### config.mk
export PLATFORM = sky130hd
export DESIGN_NAME = izh_synaptic_current
export DESIGN_NICKNAME = d
export VERILOG_FILES = /design/src/rtl/izh_pkg.sv /design/src/rtl/izh_weight_rf.sv /design/src/rtl/izh_synaptic_current.sv
export SDC_FILE = /design/constraint.sdc
export NUM_CORES = 1
export LEC_CHECK = 0
export CORE_ASPECT_RATIO = 1.1
export CORE_MARGIN = 4
export CORE_UTILIZATION = 24
export CTS_CLUSTER_DIAMETER = 50
export DETAILED_ROUTE_END_ITERATION = 6
export PLACE_DENSITY_LB_ADDON = 0.25
export SLEW_MARGIN = 10
export SYNTH_ARGS = -nofsm -noshare
export SYNTH_HDL_FRONTEND = slang
export SYNTH_SLANG_ARGS = --single-unit
### constraint.sdc
create_clock -name clk -period 11.2 [get_ports clk]
set_clock_uncertainty 0.2 [all_clocks]
set_input_delay 1.68 -clock clk [delete_from_list [all_inputs] [get_ports clk]]
set_output_delay 1.68 -clock clk [all_outputs]
set_load 0.03 [all_outputs]
### src/rtl/izh_pkg.sv
// Shared definitions for the Izhikevich neuron datapath.
//   I_WIDTH     : signed width of every current value (input_current of the neuron)
//   W_WIDTH     : signed width of a synaptic weight
//   izh_state_e : sequencing states of the synaptic-current stage
//   sat_i()     : clamps a wide signed value into a given signed width and
//                 reports whether a clamp happened
package izh_pkg;

  localparam int I_WIDTH = 16;
  localparam int W_WIDTH = 8;

  // Working width for the saturation helper; any sum handed to it is first
  // sign-extended to this width.
  localparam int SAT_W = 32;

  typedef enum logic [1:0] {
    IDLE,
    DECAY,
    ACCUM,
    OUTPUT
  } izh_state_e;

  // Clamp 'value' into [-2^(width-1), 2^(width-1)-1]; 'clamped' goes high when
  // the input lay outside that range. The caller truncates the result to 'width'.
  function automatic logic signed [SAT_W-1:0] sat_i(
    input  logic signed [SAT_W-1:0] value,
    input  int                      width,
    output logic                    clamped
  );
    logic signed [SAT_W-1:0] maxV;
    logic signed [SAT_W-1:0] minV;
    maxV    = (32'sd1 <<< (width - 1)) - 32'sd1;
    minV    = -maxV - 32'sd1;
    clamped = 1'b0;
    sat_i   = value;
    if (value > maxV) begin
      sat_i   = maxV;
      clamped = 1'b1;
    end else if (value < minV) begin
      sat_i   = minV;
      clamped = 1'b1;
    end
  endfunction

endpackage

### src/rtl/izh_weight_rf.sv
// Synaptic weight register file.
//   clk, reset        : rising-edge clock, synchronous active-high reset (clears all weights)
//   wr_en_i           : write strobe; the write lands at the clock edge
//   wr_addr_i         : write index; indices at or above N_SYN are ignored
//   wr_data_i         : signed weight to store
//   rd_addr_i         : asynchronous read index
//   rd_data_o         : weight at rd_addr_i (old value during a same-index write)
module izh_weight_rf
  import izh_pkg::*;
#(
  parameter int N_SYN   = 8,
  parameter int W_WIDTH = izh_pkg::W_WIDTH
) (
  input  logic                       clk,
  input  logic                       reset,
  input  logic                       wr_en_i,
  input  logic [$clog2(N_SYN)-1:0]   wr_addr_i,
  input  logic signed [W_WIDTH-1:0]  wr_data_i,
  input  logic [$clog2(N_SYN)-1:0]   rd_addr_i,
  output logic signed [W_WIDTH-1:0]  rd_data_o
);

  logic signed [W_WIDTH-1:0] mem_q [N_SYN];

  // Storage: the range guard matters when N_SYN is not a power of two and the
  // address bus can name rows that do not exist.
  always_ff @(posedge clk) begin
    if (reset) begin
      for (int i = 0; i < N_SYN; i++) begin
        mem_q[i] <= '0;
      end
    end else if (wr_en_i && (int'(wr_addr_i) < N_SYN)) begin
      mem_q[wr_addr_i] <= wr_data_i;
    end
  end

  // Read is combinational from the registers, so a write in the same cycle is
  // not visible until the following cycle.
  assign rd_data_o = mem_q[rd_addr_i];

endmodule

### src/rtl/izh_synaptic_current.sv
// Synaptic current stage feeding the Izhikevich neuron.
// Each timestep: decay the stored current, add the weights of synapses that
// spiked (one synapse per clock through a single adder), then add a bias.
//   clk, reset     : rising-edge clock, synchronous active-high reset
//   step_start     : one-cycle pulse that begins a timestep (accepted only when idle)
//   pre_spike      : presynaptic spikes, latched when a step is accepted
//   bias           : constant drive, sampled in the OUTPUT state
//   w_wr_en/addr/data : weight register file write port
//   input_current  : saturated current to the neuron, held between updates
//   current_valid  : one-cycle pulse when input_current is updated
//   busy           : high whenever a step is in flight
//   sat_flag       : sticky, set on any saturation
//   overrun        : sticky, set when step_start arrives while busy
module izh_synaptic_current
  import izh_pkg::*;
#(
  parameter int N_SYN       = 8,
  parameter int W_WIDTH     = izh_pkg::W_WIDTH,
  parameter int I_WIDTH     = izh_pkg::I_WIDTH,
  parameter int DECAY_SHIFT = 3
) (
  input  logic                       clk,
  input  logic                       reset,
  input  logic                       step_start,
  input  logic [N_SYN-1:0]           pre_spike,
  input  logic signed [I_WIDTH-1:0]  bias,
  input  logic                       w_wr_en,
  input  logic [$clog2(N_SYN)-1:0]   w_wr_addr,
  input  logic signed [W_WIDTH-1:0]  w_wr_data,
  output logic signed [I_WIDTH-1:0]  input_current,
  output logic                       current_valid,
  output logic                       busy,
  output logic                       sat_flag,
  output logic                       overrun
);

  localparam int AW = $clog2(N_SYN);
  localparam int SW = I_WIDTH + 2;
  localparam logic [AW-1:0] K_LAST = AW'(N_SYN - 1);

  izh_state_e                state_q;
  logic [AW-1:0]             k_q;
  logic [N_SYN-1:0]          spk_q;
  logic signed [I_WIDTH-1:0] acc_q;
  logic signed [I_WIDTH-1:0] iSyn_q;
  logic signed [I_WIDTH-1:0] current_q;
  logic                      valid_q;
  logic                      sat_q;
  logic                      overrun_q;

  logic signed [W_WIDTH-1:0] weight;
  logic signed [I_WIDTH-1:0] decayStep_d;
  logic signed [I_WIDTH-1:0] decayAcc_d;
  logic signed [SW-1:0]      accSum_d;
  logic signed [SW-1:0]      biasSum_d;
  logic signed [I_WIDTH-1:0] accSat_d;
  logic signed [I_WIDTH-1:0] outSat_d;
  logic                      accClamp_d;
  logic                      biasClamp_d;

  izh_weight_rf #(
    .N_SYN   (N_SYN),
    .W_WIDTH (W_WIDTH)
  ) u_weights (
    .clk       (clk),
    .reset     (reset),
    .wr_en_i   (w_wr_en),
    .wr_addr_i (w_wr_addr),
    .wr_data_i (w_wr_data),
    .rd_addr_i (k_q),
    .rd_data_o (weight)
  );

  // Shared arithmetic: decay amount, the per-synapse add and the bias add.
  // A positive current too small to shift down still loses one unit per step,
  // otherwise it would never return to zero.
  always_comb begin
    decayStep_d = iSyn_q >>> DECAY_SHIFT;
    if ((decayStep_d == '0) && !iSyn_q[I_WIDTH-1] && (iSyn_q != '0)) begin
      decayStep_d = I_WIDTH'(1);
    end
    decayAcc_d  = iSyn_q - decayStep_d;
    accSum_d    = SW'(acc_q) + SW'(weight);
    biasSum_d   = SW'(acc_q) + SW'(bias);
    accSat_d    = I_WIDTH'(sat_i(32'(accSum_d), I_WIDTH, accClamp_d));
    outSat_d    = I_WIDTH'(sat_i(32'(biasSum_d), I_WIDTH, biasClamp_d));
  end

  // Step sequencer: IDLE -> DECAY -> ACCUM x N_SYN -> OUTPUT -> IDLE.
  // A step_start seen outside IDLE only raises overrun; the step in flight
  // carries on untouched.
  always_ff @(posedge clk) begin
    if (reset) begin
      state_q   <= IDLE;
      k_q       <= '0;
      spk_q     <= '0;
      acc_q     <= '0;
      iSyn_q    <= '0;
      current_q <= '0;
      valid_q   <= 1'b0;
      sat_q     <= 1'b0;
      overrun_q <= 1'b0;
    end else begin
      valid_q <= 1'b0;
      if (step_start && (state_q != IDLE)) begin
        overrun_q <= 1'b1;
      end
      case (state_q)
        IDLE: begin
          if (step_start) begin
            spk_q   <= pre_spike;
            state_q <= DECAY;
          end
        end
        DECAY: begin
          acc_q   <= decayAcc_d;
          k_q     <= '0;
          state_q <= ACCUM;
        end
        ACCUM: begin
          if (spk_q[k_q]) begin
            acc_q <= accSat_d;
            if (accClamp_d) begin
              sat_q <= 1'b1;
            end
          end
          if (k_q == K_LAST) begin
            state_q <= OUTPUT;
          end else begin
            k_q <= k_q + AW'(1);
          end
        end
        OUTPUT: begin
          iSyn_q    <= acc_q;
          current_q <= outSat_d;
          valid_q   <= 1'b1;
          if (biasClamp_d) begin
            sat_q <= 1'b1;
          end
          state_q <= IDLE;
        end
        default: state_q <= IDLE;
      endcase
    end
  end

  assign input_current = current_q;
  assign current_valid = valid_q;
  assign busy          = (state_q != IDLE);
  assign sat_flag      = sat_q;
  assign overrun       = overrun_q;

endmodule

==> flow_summary.yaml <==
outcome:
  status: "completed"
grt:
  track_usage_pct: 11.2
  overflow: 0
  grt_first_pass_wirelength_um: 32300
  antenna_found_initial: 0
  grt_pass1_vias: 6076
  grt_max_degree: 76
synth:
  synth_top_family_by_area: "simple AND/OR/NAND/NOR gates"
  seq_area_frac_synth_pct: 40.7
  synth_cells: 789
  synthesis.nets: 885
  ys_seq_elements: 131
  synth_mux_area_share_pct: 8.57
  synth_largest_area_cell: "edfxtp_1"
  yosysUniqueCellTypes: 68
  async_reset_ff_share_pct: 0
  yosys.area_share.simple_pct: 17.6
  synth_xor_area_share_pct: 3.39
  yosysWarnings: 0
  syn_avg_cell_area_um2: 10.2
  syn_area_um2: 8010
  yosys.area.top_type_share_pct: 24.0
  synth_compound_area_share_pct: 15.3
  synth-edff-count: 64
  netlist_top_cells_area: "edfxtp_1, dfxtp_1, ha_1"
  synthAdderAreaFrac_pct: 11.1
  synth_flop_cell: "dfxtp_1"
cells_and_area:
  layout.nets: 938
  drive_gt1_share_pct: 12.6
  final_common_cell: "nor2_1"
  mostFrequentLayoutCells: "nor2_1, and2_1, dfxtp_1"
  area_growth_pct: 20.3
  multiInputGateArea_um2: 4490
  layoutNonFillerInstCount: 1281
  layout.area.seq_um2: 3260
  fillCellCount: 3417
  antennaDiodeCount: 0
min_path:
  hold_end: "spk_q[4]"
  worstHoldPathCells: 2
  hp-class: "reg -> reg"
  hold_start: "spk_q[4]"
clocking:
  cts_tree: "built"
  root_buffer: "clkbuf_16"
  htreeDepth: 4
  cts.reportedPaths.clkPinSlew_ns: 0.06
  clk-insertion-delay-late_ns: 0.42
  post_cts_resized: 0
  hold_buffers: 0
  cts_buffers: 17
  postCtsSetupRepairBufs: 0
  cts_buffer_depth: 2
  cts.sinks: 131
critical_path:
  critPathArrivalTime_ns: 4.79
  crit_family: "compound AO/OA/AOI/OAI gates"
  reg2reg_to: "acc_q[10]"
  critical_path.max_stage_delay_ns: 0.78
  critPathLaunchType: "primary input"
  r2r_slack_ns: 6.54
  crit_chain: "clkdlybuf4s50_1 -> ha_1 -> inv_1 -> fa_1 -> nor2b_1 -> o31a_1 -> o211ai_1 -> a31oi_1 -> o31ai_4 -> nor2_1 -> a2111oi_0 -> a21oi_1"
  endpoint_kind: "flop"
  path_class: "in -> reg"
  critPathRequiredTime_ns: 11.26
  worstPathMaxFanout: 19
  reg2reg_depth: 12
  crit_slowest_cell: "o31ai_4"
  crit_buf_inv: 2
flow_run:
  max_cap_violations: 0
routing:
  drt_wl_total_um: 20000
  vias_per_cell: 4.58
  ant_nets: 0
  wl_per_cell_um: 15.6
  num_vias: 5872
  drc: 0
  dr.pass1.iters: 5
  drt_iter0_markers: 282
floorplan:
  initial_core_util_pct: 24.6
  core_area_um2: 32600
  dieArea_um2: 36400
  die_h_um: 200
  die_w_um: 182
  num_io_pins: 59
  rows: 69
timing:
  grt_setup_unrepaired: "false"
  timing.setup.tns_ns: 0
  finalCriticalPeriod_ns: 4.74
  fmax_mhz: 211
  drv_slew: 0
  maxSlewHeadroom_pct: 36.9
  setup_violations: 0
  worstMarginPinSlew_ns: 0.946
  finalHoldViolations: 0
  timing.final.crit_share_pct: 42.3
placed_design:
  gp_congestion: 0.823
  portBuffers: 58
  dp.cells: 1249
  dp_hpwl_um: 14700
pwr:
  power_leakage_nw: 3.49
  powerDensity_nw_per_um2: 225
  ir_drop_mv: 0.111
## routing by layer
layer / share of wire (%) / routed length, um / global-route usage, % / up-vias
li1: - / - / - / 2990
met1: 46 / 9090 / 13.7 / 2773
met2: 50 / 9920 / 20.1 / 86
met3: 3.2 / 648 / 2.20 / 23
met4: 1.5 / 306 / 3.06 / 0
met5: 0 / 0 / 0 / -
## Yosys cell counts (11+ instances only)
cell       n
o21ai_0   27
mux4_2    18
edfxtp_1  64
xor2_1    15
nor3_1    19
nand3_1   14
nand2_1   39
nor2_1    88
dfxtp_1   67
or2_2     14
mux2i_1   18
clkbuf_1  19
o21a_1    11
inv_1     33
xnor2_1   16
ha_1      54
a211oi_1  12
and2_1    67
a21oi_1   41
## area by class of cell
cell class                 instances  area share, %
sequential                       131           33.8
clock inverter                    10           1.26
multi-input combinational        594           46.6
tap                              426           5.53
inverter                          34           1.32
clock buffer                      22           5.04
timing repair buffer              64           6.44
## how the worst max path moves through the flow
| stage | startpoint | endpoint | depth (start not counted) |
|---|---|---|---|
| after floorplan | flop | acc_q[10] | 16 |
| after global placement | bias[0] | input_current[1] | 12 |
| after detailed placement | bias[0] | input_current[1] | 12 |
| after CTS | flop | acc_q[10] | 12 |
| after global routing | bias[0] | input_current[1] | 12 |
| final | bias[0] | input_current[1] | 12 |
## sequential cells by signal, summed over array words and instances, names as in the netlist, named ones only
name / cells
overrun: 1
spk_q: 8
iSyn_q: 16
u_weights.mem_q: 64
current_valid: 1
sat_flag: 1
input_current: 16
state_q: 2
k_q: 3
acc_q: 16
## through the flow
stage | hold slack (ns) | cell area (um2) | worst slack, ns | power [W] | util [%]
global route | 0.277 | 9640 | 6.07 | 0.00232 | 29.5
CTS | 0.263 | 9640 | 6.46 | 0.00220 | 29.5
finish | 0.258 | 9640 | 6.46 | 0.00217 | 29.5
detailed placement | 0.254 | 9030 | 6.03 | 0.00161 | 27.7
global placement | 0.246 | 9030 | 6.08 | 0.00161 | 27.7
floorplan | 0.233 | 8010 | 6.63 | 0.00139 | -
## worst min-delay path, stage by stage (launching register included)
cell     delay [ns]
dfxtp_1        0.31
nand2_1        0.05
a21oi_1        0.05
## where the power goes
part | internal [W] | leakage [nW] | switching, W
logic | 0.000415 | 2.04 | 0.000554
clock network | 0.000355 | 0.293 | 0.000220
registers | 0.000564 | 1.16 | 0.0000606
total | 0.00133 | 3.49 | 0.000835
## cell families after synthesis
kind of cell / after synthesis
buf+inv: 64
fa+ha+maj: 71
simple gates: 279
xor+xnor: 31
mux: 45
flops: 131
compound gates: 168
No activity file was read; power rests on OpenSTA's default activity.
